==> config.mk <==
export PLATFORM = sky130hd
export DESIGN_NAME = grid_shield
export DESIGN_NICKNAME = d
export VERILOG_FILES = /design/src/rtl/grid_shield_pkg.sv /design/src/rtl/grid_shield_check.sv /design/src/rtl/grid_shield.sv
export SDC_FILE = /design/constraint.sdc
export NUM_CORES = 1
export LEC_CHECK = 0
export ABC_AREA = 1
export CAP_MARGIN = 20
export CORE_ASPECT_RATIO = 0.5
export CORE_UTILIZATION = 44
export CTS_CLUSTER_SIZE = 16
export DETAILED_ROUTE_END_ITERATION = 8
export PLACE_DENSITY = 0.66
export RECOVER_POWER = 25
export SETUP_SLACK_MARGIN = 0.2
export SLEW_MARGIN = 30
export SYNTH_ARGS = -nofsm -noshare
export SYNTH_HDL_FRONTEND = slang
export SYNTH_SLANG_ARGS = --single-unit
==> constraint.sdc <==
create_clock -name clock -period 4.2 [get_ports clock]
set_clock_uncertainty 0.15 [all_clocks]
set_input_delay 0.84 -clock clock [delete_from_list [all_inputs] [get_ports clock]]
set_output_delay 0.84 -clock clock [all_outputs]
set_load 0.1 [all_outputs]
==> src/rtl/grid_shield_pkg.sv <==
// Shared action encoding and grid-step helper for the grid_shield safety shield.
package grid_shield_pkg;

  typedef logic [2:0] act_t;

  localparam act_t ACT_STAY  = 3'd0;
  localparam act_t ACT_UP    = 3'd1;
  localparam act_t ACT_DOWN  = 3'd2;
  localparam act_t ACT_LEFT  = 3'd3;
  localparam act_t ACT_RIGHT = 3'd4;

  // Wide enough for coordinate 16 so a step past the last column/row is visible.
  typedef logic [4:0] coord_t;

  typedef struct packed {
    logic   in_grid;
    coord_t nx;
    coord_t ny;
  } cell_t;

  function automatic cell_t next_cell(input coord_t x, input coord_t y, input act_t act,
                                      input coord_t w, input coord_t h);
    cell_t c;
    c.in_grid = 1'b1;
    c.nx      = x;
    c.ny      = y;
    case (act)
      ACT_STAY: c.in_grid = 1'b1;
      ACT_UP: begin
        c.in_grid = (y != '0);
        c.ny      = y - coord_t'(1);
      end
      ACT_DOWN: begin
        c.ny      = y + coord_t'(1);
        c.in_grid = (c.ny < h);
      end
      ACT_LEFT: begin
        c.in_grid = (x != '0);
        c.nx      = x - coord_t'(1);
      end
      ACT_RIGHT: begin
        c.nx      = x + coord_t'(1);
        c.in_grid = (c.nx < w);
      end
      default: c.in_grid = 1'b0;
    endcase
    return c;
  endfunction

endpackage

==> src/rtl/grid_shield_check.sv <==
// Combinational safety check: is the action safe from (x, y), and which fallback applies.
module grid_shield_check
  import grid_shield_pkg::*;
#(
  parameter int unsigned                 GRID_W   = 4,
  parameter int unsigned                 GRID_H   = 4,
  parameter logic [GRID_W*GRID_H-1:0]    OBST_MAP = 16'h0002
) (
  input  coord_t x,
  input  coord_t y,
  input  act_t   act,
  output logic   safe,
  output act_t   fallback
);

  localparam int unsigned CELLS = GRID_W * GRID_H;

  function automatic logic is_safe(input coord_t cx, input coord_t cy, input act_t a);
    cell_t c;
    c = next_cell(cx, cy, a, coord_t'(GRID_W), coord_t'(GRID_H));
    return (a == ACT_STAY) ||
           (c.in_grid && !(|(OBST_MAP & (CELLS'(1) << (int'(c.ny) * GRID_W + int'(c.nx))))));
  endfunction

  always_comb begin
    safe     = is_safe(x, y, act);
    fallback = ACT_STAY;
    // Scan from lowest priority upward so the earliest safe candidate is left standing.
    for (int unsigned i = 4; i > 0; i--) begin
      if (act_t'(i) != act && is_safe(x, y, act_t'(i)))
        fallback = act_t'(i);
    end
  end

endmodule

==> src/rtl/grid_shield.sv <==
// Runtime safety shield: one-entry output register, agent position tracking and intervention count.
module grid_shield
  import grid_shield_pkg::*;
#(
  parameter int unsigned                 GRID_W       = 4,
  parameter int unsigned                 GRID_H       = 4,
  parameter logic [GRID_W*GRID_H-1:0]    OBST_MAP     = 16'h0002,
  parameter int unsigned                 START_X      = 0,
  parameter int unsigned                 START_Y      = 0,
  parameter bit                          MONITOR_ONLY = 1'b0,
  parameter int unsigned                 CNT_W        = 8
) (
  input  logic                      clock,
  input  logic                      reset,
  input  logic [2:0]                act_in,
  input  logic                      act_in_valid,
  output logic                      act_in_ready,
  output logic [2:0]                act_out,
  output logic                      act_out_valid,
  input  logic                      act_out_ready,
  output logic                      overridden,
  output logic [$clog2(GRID_W)-1:0] pos_x,
  output logic [$clog2(GRID_H)-1:0] pos_y,
  output logic [CNT_W-1:0]          interventions
);

  localparam int unsigned XW    = $clog2(GRID_W);
  localparam int unsigned YW    = $clog2(GRID_H);
  localparam int unsigned CELLS = GRID_W * GRID_H;
  localparam bit START_OBST = |(OBST_MAP & (CELLS'(1) << (START_Y * GRID_W + START_X)));

  logic [XW-1:0]    pos_x_q, pos_x_d;
  logic [YW-1:0]    pos_y_q, pos_y_d;
  act_t             act_out_q, act_out_d;
  logic             valid_q, valid_d;
  logic             ovr_q, ovr_d;
  logic [CNT_W-1:0] cnt_q, cnt_d;

  logic  xfer, in_safe;
  act_t  fallback, eff_act, move_act;
  cell_t move_cell;

  grid_shield_check #(
    .GRID_W  (GRID_W),
    .GRID_H  (GRID_H),
    .OBST_MAP(OBST_MAP)
  ) u_check (
    .x       (coord_t'(pos_x_q)),
    .y       (coord_t'(pos_y_q)),
    .act     (act_in),
    .safe    (in_safe),
    .fallback(fallback)
  );

  always_comb begin
    act_in_ready = !valid_q || act_out_ready;
    xfer         = act_in_valid && act_in_ready;
    eff_act      = (MONITOR_ONLY || in_safe) ? act_in : fallback;
    // Monitor mode forwards unsafe raw actions but must not follow them.
    move_act     = in_safe ? act_in : (MONITOR_ONLY ? ACT_STAY : fallback);
    move_cell    = next_cell(coord_t'(pos_x_q), coord_t'(pos_y_q), move_act,
                             coord_t'(GRID_W), coord_t'(GRID_H));

    pos_x_d   = pos_x_q;
    pos_y_d   = pos_y_q;
    act_out_d = act_out_q;
    valid_d   = valid_q;
    ovr_d     = ovr_q;
    cnt_d     = cnt_q;

    if (xfer) begin
      act_out_d = eff_act;
      ovr_d     = !in_safe;
      valid_d   = 1'b1;
      if (move_cell.in_grid && move_cell.nx < coord_t'(GRID_W) && move_cell.ny < coord_t'(GRID_H)) begin
        pos_x_d = XW'(move_cell.nx);
        pos_y_d = YW'(move_cell.ny);
      end
      if (!in_safe && cnt_q != '1)
        cnt_d = cnt_q + CNT_W'(1);
    end else if (act_out_ready) begin
      valid_d = 1'b0;
    end
  end

  always_ff @(posedge clock or posedge reset) begin
    if (reset) begin
      pos_x_q   <= XW'(START_X);
      pos_y_q   <= YW'(START_Y);
      act_out_q <= ACT_STAY;
      valid_q   <= 1'b0;
      ovr_q     <= 1'b0;
      cnt_q     <= '0;
    end else begin
      pos_x_q   <= pos_x_d;
      pos_y_q   <= pos_y_d;
      act_out_q <= act_out_d;
      valid_q   <= valid_d;
      ovr_q     <= ovr_d;
      cnt_q     <= cnt_d;
    end
  end

  always_ff @(posedge clock) begin
    assert (!START_OBST) else $error("grid_shield: start cell is marked as an obstacle");
  end

  assign act_out       = act_out_q;
  assign act_out_valid = valid_q;
  assign overridden    = ovr_q;
  assign pos_x         = pos_x_q;
  assign pos_y         = pos_y_q;
  assign interventions = cnt_q;

endmodule

==> impl_metrics.py <==
metrics = {
    "status": {
        "status": "complete, no violations",
    },
    "global_route": {
        "grt_pass1_vias": 1298,
        "grt.total_usage": 0.190,
        "grt_pass1_wl_um": 5730,
        "antenna_found_initial": 0,
        "gr-total-overflow": 0,
        "grt_max_degree": 18,
    },
    "finish": {
        "design_area_um2": 1900,
        "antenna_cells": 0,
        "syn2layout_area_growth_pct": 22.4,
        "nets": 260,
        "drive_gt1_frac": 0.146,
    },
    "critical_path": {
        "r2r_slack_ps": 740,
        "worstSetupPathType": "in -> reg",
        "crit_fanout": 5,
        "rr_startpoint": "pos_x[0]",
        "regToRegEndpoint": "interventions[5]",
        "cp_num_buf_inv": 3,
        "ff2ff_path_depth": 17,
        "critPathLaunchType": "input port",
        "crit_family": "simple AND/OR/NAND/NOR gates",
        "crit_path_end_kind": "flop",
        "path_cells": "clkdlybuf4s50_1, inv_2, nand3_1, nand2_1, xor2_1, ha_1, fa_1, inv_1, nand3_1, a21oi_1, nand3_2, nand2_4, nand2_4, nor2_4, nand2_4, nor3_4, nand2_2, xnor2_1",
        "crit_arrival_ps": 3720,
        "cpMaxStageDelayCell": "clkdlybuf4s50_1",
        "slowest_delay_ps": 550,
        "cp_data_required_time_ps": 4180,
        "cpMostUsedCell": "nand2_4",
    },
    "detailed_routing": {
        "drc": 0,
        "vias": 1384,
        "dr.pass1.iters": 4,
        "drt-total-wl_um": 3330,
        "ant_nets": 0,
        "wl_per_cell_um": 11.9,
        "detail_route.iter0.violations": 22,
        "drt-vias-per-instance": 4.93,
    },
    "clock_network": {
        "cts_hold_buf": 0,
        "cts_buffers": 3,
        "cts-root-buf": "clkbuf_8",
        "cts_sinks": 17,
        "htree_num_levels": 1,
        "cts_tree": "yes",
        "clock_latency_ps": 240,
        "clockBufferDepth": 2,
        "path_clk_slew_ps": 60,
    },
    "synth": {
        "ys_warn_count": 0,
        "seq_area_frac_synth": 0.274,
        "synth_seq_cells": 17,
        "syn_inst": 204,
        "synth_mux_area_frac": 0.0145,
        "synth_top_family_by_area": "simple AND/OR/NAND/NOR gates",
        "syn_area_um2": 1560,
        "syn_avg_cell_area_um2": 7.62,
        "synth_nets": 230,
        "synth-compound-area-share": 0.0652,
        "synth_xor_area_frac": 0.0451,
        "synthDistinctLibCells": 29,
        "synth-adder-area-share": 0.163,
        "synthSimpleGateAreaFrac": 0.357,
    },
    "floorplanning": {
        "io_pins": 25,
        "die_w_um": 86.1,
        "num_rows": 14,
        "die_h_um": 44.0,
        "initial_core_util": 0.491,
        "dieArea_um2": 3790,
        "core_area_um2": 3170,
    },
    "hold_path": {
        "holdPathEnd": "act_out[0]",
        "hold_path_class": "reg -> reg",
        "holdPathStages": 2,
        "min_from": "act_out[0]",
    },
    "timing": {
        "fmax_mhz": 267,
        "slew_violations": 0,
        "setup_viol": 0,
        "tns_ps": 0,
        "max_slew.worst_pin.slew_ps": 979,
        "slew-limit-headroom": 0.345,
        "finalCritPeriodShare": 0.891,
        "rsz0062_at_grt": "false",
        "hold_violations": 0,
        "fin_crit_ps": 3740,
    },
    "flow_run": {
        "maxCapViolCount": 0,
    },
    "placed_design": {
        "gp_congestion": 0.824,
        "port_buffers": 24,
        "placed_cell_area_um2": 1840,
        "dp_hpwl_um": 2660,
    },
}
-- worst reg2reg max path: stages, from the launching register on --
cell and delay [ps]:
dfrtp_1 470, inv_1 200, ha_1 380, inv_1 120, o22ai_1 190, ha_1 210, fa_1 420, inv_1 70
nand3_1 80, a21oi_1 160, nand3_2 150, nand2_4 120, nand2_4 70, nor2_4 130, nand2_4 100, nor3_4 160
nand2_2 80, xnor2_1 120
-- sequential cells by signal, summed over array words and instances (netlist names) --
signal	flops
pos_y	2
act_out	3
pos_x	2
interventions	8
overridden	1
act_out_valid	1
-- layer usage --
| layer | GRT usage | vias up | routed length (µm) |
|---|---|---|---|
| li1 | - | 719 | - |
| met1 | 0.267 | 643 | 1690 |
| met2 | 0.332 | 20 | 1530 |
| met3 | 0.0187 | 2 | 99 |
| met4 | 0.0300 | 0 | 9 |
| met5 | 0 | - | 0 |
-- how the worst max path moves through the flow --
| stage | to | from | slack [ps] | cells past startpoint |
|---|---|---|---|---|
| floorplan | interventions[5] | pos_y[1] | 430 | 16 |
| global placement | interventions[5] | act_in[1] | 130 | 18 |
| detailed placement | interventions[5] | act_in[1] | 40 | 18 |
| CTS | interventions[5] | act_in[1] | 300 | 18 |
| global route | pos_y[0] | act_in[2] | 210 | 19 |
| finish | interventions[5] | act_in[2] | 460 | 18 |
-- synthesized netlist by cell type --
| cell type | n | area, µm² |
|---|---|---|
| a31oi_1 | 1 | 6.26 |
| a21oi_1 | 3 | 15.0 |
| nor2_1 | 12 | 45.0 |
| nand3_4 | 1 | 17.5 |
| inv_1 | 22 | 82.6 |
| nand3_2 | 4 | 40.0 |
| nor2_4 | 1 | 11.3 |
| nand4_1 | 1 | 6.26 |
| o21ai_0 | 7 | 35.0 |
| o221ai_1 | 1 | 8.76 |
| nand2_1 | 46 | 173 |
| clkbuf_1 | 1 | 3.75 |
| o21ai_1 | 6 | 30.0 |
| fa_1 | 2 | 40.0 |
| nand3_1 | 28 | 140 |
| nand2_2 | 5 | 31.3 |
| nor3_1 | 2 | 10.0 |
| nand2_4 | 3 | 33.8 |
| dfrtp_1 | 17 | 425 |
| or2_0 | 1 | 6.26 |
| o22ai_1 | 1 | 6.26 |
| nor3_4 | 1 | 16.3 |
| mux2_2 | 2 | 22.5 |
| buf_6 | 2 | 22.5 |
| xor2_1 | 5 | 43.8 |
| xnor2_1 | 3 | 26.3 |
| inv_2 | 5 | 18.8 |
| ha_1 | 17 | 213 |
| nor2_2 | 4 | 25.0 |
-- per-stage QoR --
stage	cells	hold WS (ps)	utilization	worst slack, ps
2_1_floorplan	204	616	-	428
3_3_place_gp	275	329	0.581	132
3_5_place_dp	275	330	0.581	41.2
4_1_cts	279	350	0.595	303
5_1_grt	281	393	0.601	210
6_report	281	342	0.601	459
-- cell families after synthesis --
group,count (synthesis)
flip-flops,17
XOR/XNOR,8
AO/OA/AOI/OAI,19
buffers and inverters,30
adder cells (fa/ha/maj),19
AND/OR/NAND/NOR,109
multiplexers,2
-- layout make-up --
type | count | area (µm²)
flip-flops and latches | 17 | 425
clock buffers | 4 | 45.0
multi-input cells | 157 | 1000
inverters | 27 | 101
well taps | 48 | 60.1
fillers | 296 | 1270
repair buffers | 28 | 270
-- timing repair --
action | CTS | global route
endpoints found under the setup margin | 0 | 9
resized for setup | 0 | 1
buffers inserted | 0 | 2
-- placed cells by master (no fill, tap or decap), types with 6 or more instances in the layout --
cell / instances
ha_1: 17
dfrtp_1: 17
o21ai_0: 7
nand2_1: 46
clkdlybuf4s50_1: 21
nand3_1: 28
nor2_1: 12
o21ai_1: 6
inv_1: 22
Power is left out: the tool's default activity adds up to more than one toggle a clock period on the data nets, which glitch-free logic cannot reach.
